`config.mk`:
```
export PLATFORM = sky130hd
export DESIGN_NAME = uart_receiver
export DESIGN_NICKNAME = d
export VERILOG_FILES = /design/src/rtl/uart_receiver.sv
export SDC_FILE = /design/constraint.sdc
export NUM_CORES = 1
export LEC_CHECK = 0
export BUFFER_PORTS_ARGS = -buffer_cell sky130_fd_sc_hd__buf_4
export CORE_MARGIN = 10
export CORE_UTILIZATION = 55
export DETAILED_ROUTE_END_ITERATION = 7
export PLACE_DENSITY = 0.76
export RECOVER_POWER = 100
export SLEW_MARGIN = 30
export SYNTH_ARGS = -nofsm -noshare
export SYNTH_HDL_FRONTEND = slang
export SYNTH_SLANG_ARGS = --single-unit
```
`constraint.sdc`:
```
create_clock -name clk -period 2.85 [get_ports clk]
set_input_delay 0.1425 -clock clk [delete_from_list [all_inputs] [get_ports clk]]
set_output_delay 0.1425 -clock clk [all_outputs]
set_load 0.005 [all_outputs]
```
`src/rtl/uart_receiver.sv`:
```
// uart_receiver: 8E1 UART receiver with a 16x oversampling tick generator and sticky error flags
// Ports: clk; reset (async, active-high); baud_select (3-bit baud code); Rx_EN (enable);
//        RxD (serial in, idles high); Rx_DATA (last good byte); Rx_VALID (1-clk good-frame strobe);
//        Rx_PERROR / Rx_FERROR (sticky parity / framing error, cleared at start detection)
module uart_receiver #(
   parameter int CLK_HZ     = 50000000,
   parameter int OVERSAMPLE = 16
) (
   input  logic       clk,
   input  logic       reset,
   input  logic [2:0] baud_select,
   input  logic       Rx_EN,
   input  logic       RxD,
   output logic [7:0] Rx_DATA,
   output logic       Rx_VALID,
   output logic       Rx_PERROR,
   output logic       Rx_FERROR
);
   function automatic int div_for(input int baud);
      return (CLK_HZ + OVERSAMPLE * baud / 2) / (OVERSAMPLE * baud);
   endfunction
   localparam int DIV [8] = '{div_for(300), div_for(1200), div_for(4800), div_for(9600),
                              div_for(19200), div_for(38400), div_for(57600), div_for(115200)};
   localparam int TW = $clog2(DIV[0] + 1);
   localparam int SW = $clog2(OVERSAMPLE);
   typedef enum logic [2:0] {IDLE, START, DATA, PARITY, STOP} state_t;
   state_t          r_state, w_next;
   logic [1:0]      r_sync;
   logic            r_rx_d;
   logic [2:0]      r_baud;
   logic [TW-1:0]   r_tick_cnt;
   logic [SW-1:0]   r_smp_cnt;
   logic [2:0]      r_bit_cnt;
   logic [7:0]      r_shift;
   logic            w_rx, w_start, w_tick, w_smp, w_load, w_perr, w_ferr;
   assign w_rx    = r_sync[1];
   assign w_start = Rx_EN && r_state == IDLE && r_rx_d && !w_rx;
   assign w_tick  = r_tick_cnt == TW'(DIV[r_baud] - 1);
   // START samples after half a bit to land mid-bit; every later bit is a full bit further on
   assign w_smp   = Rx_EN && w_tick &&
                    r_smp_cnt == SW'(r_state == START ? OVERSAMPLE / 2 - 1 : OVERSAMPLE - 1);
   always_ff @(posedge clk or posedge reset)
      if (reset) r_state <= IDLE;
      else       r_state <= w_next;
   always_comb begin
      w_next = r_state;
      case (r_state)
         IDLE:    w_next = w_start ? START : IDLE;
         START:   if (w_smp) w_next = w_rx ? IDLE : DATA;
         DATA:    if (w_smp && r_bit_cnt == 3'd7) w_next = PARITY;
         PARITY:  if (w_smp) w_next = STOP;
         STOP:    if (w_smp) w_next = IDLE;
         default: w_next = IDLE;
      endcase
      if (!Rx_EN) w_next = IDLE;
   end
   always_comb begin
      w_perr = r_state == PARITY && w_smp && (^r_shift ^ w_rx);
      w_ferr = r_state == STOP && w_smp && !w_rx;
      // Rx_PERROR already reflects this frame because it was cleared at start detection
      w_load = r_state == STOP && w_smp && w_rx && !Rx_PERROR;
   end
   always_ff @(posedge clk or posedge reset)
      if (reset) begin
         r_sync     <= 2'b11;
         r_rx_d     <= 1'b1;
         r_baud     <= '0;
         r_tick_cnt <= '0;
         r_smp_cnt  <= '0;
         r_bit_cnt  <= '0;
         r_shift    <= '0;
         Rx_DATA    <= '0;
         Rx_VALID   <= 1'b0;
         Rx_PERROR  <= 1'b0;
         Rx_FERROR  <= 1'b0;
      end else begin
         r_sync     <= {r_sync[0], RxD};
         r_rx_d     <= w_rx;
         // held at 0 in IDLE so the first tick of a frame is phase-aligned to the start edge
         r_tick_cnt <= (r_state == IDLE || w_tick) ? '0 : r_tick_cnt + 1'b1;
         r_smp_cnt  <= (r_state == IDLE || w_smp) ? '0 : (w_tick ? r_smp_cnt + 1'b1 : r_smp_cnt);
         r_bit_cnt  <= r_state == IDLE ? '0 : r_bit_cnt + 3'(r_state == DATA && w_smp);
         if (r_state == DATA && w_smp) r_shift <= {w_rx, r_shift[7:1]};
         if (w_start) begin
            r_baud    <= baud_select;
            Rx_PERROR <= 1'b0;
            Rx_FERROR <= 1'b0;
         end else begin
            if (w_perr) Rx_PERROR <= 1'b1;
            if (w_ferr) Rx_FERROR <= 1'b1;
         end
         Rx_VALID <= w_load;
         if (w_load) Rx_DATA <= r_shift;
      end
endmodule

```
==> impl_metrics.toml <==
[status]
run_status = "finished with violations"
violations_in_the_final_reports = "capacitance limit, slew limit, setup timing"

[logic_synthesis]
yosys_warning_count = 0
synthDistinctLibCells = 57
synth-edff-count = 0
syn_nets = 299
synth-main-ff-cell = "dfrtp_1"
seq_area_frac_synth_pct = 42.1
yosysMostFrequentCell = "dfrtp_1"
postSynthAreaPerCell_um2 = 10.4
synth-async-reset-ratio_pct = 100
post_synth_most_frequent_cells = "dfrtp_1, nor2_1, nand2_1, xor2_1, xnor2_1"
postSynthRegisterBits = 49
number_of_cells_produced_by_synthesis = 280
yosys-top-cells-area = "dfrtp_1, mux2_2, ha_1, xor2_1, xnor2_1"
synthDominantAreaCellType = "dfrtp_1"
synth.cell_area_mm2 = 0.00292
yosys.area.top_type_share_pct = 39.4

[layout]
antenna_cells = 0
ff_latch_area_mm2 = 0.00123
post_layout_nonfiller_instances = 410
layout.nets = 358
post_route_cells_drive_above_1_share_pct = 38.8
multi_input_gate_area_mm2 = 0.00184
areaGrowthSynthToFinish_pct = 30.3
fill_cells = 370

[worst_setup_path]
critical_path.endpoint_type = "register"
worst-r2r-setup-slack_ps = -170
worstPathMaxFanout = 5
ff2ff_path_depth = 11
worst-endpoint-arrival_ps = 3210
setup.worst_path.start_class = "register"
required_worst_endpoint_ps = 3050
crit_type = "reg2reg"

[clock_network]
cts.sinks = 49
tritoncts_clock_tree = "done"
clock_insertion_delay_worst_skew_ps = 300
cts.clk_slew.worst_paths_ps = 100
clockBufferDepth = 2
ctsHtreeMaxLevel = 2
cts_inserted_buffers = 5
cell_at_the_root_of_the_clock_tree = "clkbuf_8"

[detailed_routing]
detailroute.wirelength.met2_um = 3580
drt-vias-per-instance = 5.73
drt-met1-wl_um = 2820
ant_nets = 0
vias = 2349
initialDrtViolationCount = 85
post-route-drc-count = 0
wire_per_inst_um = 16.9
first_pass_iters = 5
dr_wl_met3_um = 341
totalWireLength_um = 6930
highest_layer_used_for_signal_routing = "met4"

[floorplan]
floorplan.die_area_mm2 = 0.00862
fp-row-count = 26
die_height_um = 92.9
core_area_mm2 = 0.00514
floorplan.io_pins = 18
start_util_pct = 56.8
die_w_um = 92.9

[global_routing]
grt_usage_pct = 16.2
grt_first_pass_wirelength_um = 11600
grt_max_degree = 50
antenna_found_initial = 0
first_global_vias = 2360
globalRouteOverflowTotal = 0

[sta]
max_freq_mhz = 332
finalHoldViolations = 0
rsz0062_at_grt = "yes"
timing.final.crit_share_pct = 106
maxSlewHeadroom_pct = -19.8
setup_viol_count_final = 21
finalWorstSetupSlack_ps = -166
report.final.slew_viol_count = 50
max_slew.worst_pin.slew_ps = 1800
period_needed_ps = 3020
finClkSkew_ps = 9.47

[place]
place_inst = 394
finalWeightedCongestion = 0.838
placement.io_buffers = 17
post_dp_hpwl_um = 4800
setup_ws_pre_cts_ps = -128

[power_and_ir_drop]
finalPower_uw = 1940
p_leak_uw = 0.00171
power.ir.vdd_worst_v = 0.000365
powerDensity_mw_per_mm2 = 509

[hold_path]
min-delay-path-class = "in2reg"
timing.hold.worst_path_depth = 3

[run]
max-cap-violations = 1
repair_timing:
action,in CTS,in global routing
hold buffers,2,0
pin swaps,2,7
setup endpoints to repair,36,42
setup buffers,4,2
hold endpoints to repair,47,0
resized for setup,12,30
cell usage in the layout (no fill, tap or decap), types with 5 or more instances in the layout:
cell      netlist  final
buf_4           2     37
buf_6           4      6
clkbuf_4        0     10
clkbuf_8        0      5
dfrtp_1        46     43
ha_1           12      5
ha_4            0      7
mux2_2         14     14
mux2i_1         6      6
nand2_1        19     18
nand3_1        13     10
nand4_1         5      5
nor2_1         26     25
nor3_1          6      5
nor3b_1         6      5
o21ai_0         9      6
xnor2_1        16     15
xor2_1         17     17
metrics by stage:
step | cell area, um2 | setup TNS, ps | util, % | hold WS [ps]
after detailed placement | 3440 | -1520 | 67.0 | 254
after CTS | 3660 | -554 | 71.3 | 35.4
final | 3800 | -1640 | 74.0 | 36.0
after floorplan | 3040 | -70.2 | - | 147
after global placement | 3440 | -629 | 67.0 | 252
after global routing | 3800 | -4430 | 74.0 | 49.8
worst paths after layout:
path / from / to
setup / recovery: r_baud[0] / r_bit_cnt[1]
hold / removal: baud_select[1] / r_baud[1]
setup reg to reg: r_baud[0] / r_bit_cnt[1]
hold reg to reg: r_sync[0] / r_sync[1]
max in group asynchronous: reset / r_baud[2]
min in group asynchronous: reset / r_baud[1]
sequential cells by signal, summed over array words and instances (netlist names):
name and cells:
r_tick_cnt 14, Rx_DATA 8, r_shift 8, r_smp_cnt 4, r_baud 3, r_bit_cnt 3
r_state 3, r_sync 2, Rx_FERROR 1, Rx_PERROR 1, Rx_VALID 1, r_rx_d 1
routing by layer:
metal  vias to the layer above  GRT usage [%]
met5                         -              0
met4                         0           5.40
met3                        18           3.23
met2                        82           27.0
met1                      1135           20.5
li1                       1114              -
where the power goes:
part	internal [uW]	switching (uW)
Sequential	713	38.3
Combinational	344	332
Clock	263	245
kinds of logic (layout without fill, tap and decap cells):
group | Yosys count | after routing | share of synthesized area [%]
buffers and inverters | 15 | 75 | 3.26
AOI/OAI and AO/OA | 31 | 31 | 7.03
adders and majority gates | 12 | 12 | 5.14
xor gates and xnor gates | 33 | 33 | 9.90
and+or+nand+nor | 116 | 116 | 23.5
muxes | 24 | 24 | 9.00
DFF | 49 | 49 | 42.1
cell type report:
type	instances	area share, %
multi-input combinational	216	48.4
sequential	49	32.4
timing repair buffer	61	13.0
tap	70	2.30
clock buffer	5	1.81
clock inverter	3	1.15
inverter	6	0.921
critical path, stage by stage, from the launching register on:
cell      delay [ps]
dfrtp_2          450
clkinv_4         120
ha_4             170
and2b_1          190
or4b_4           490
nor4_4           290
a31oi_2           70
or3_4            380
nor3_4           250
ha_4             180
ha_4             190
and2_4           130
Power figures use the tool's default switching activity.
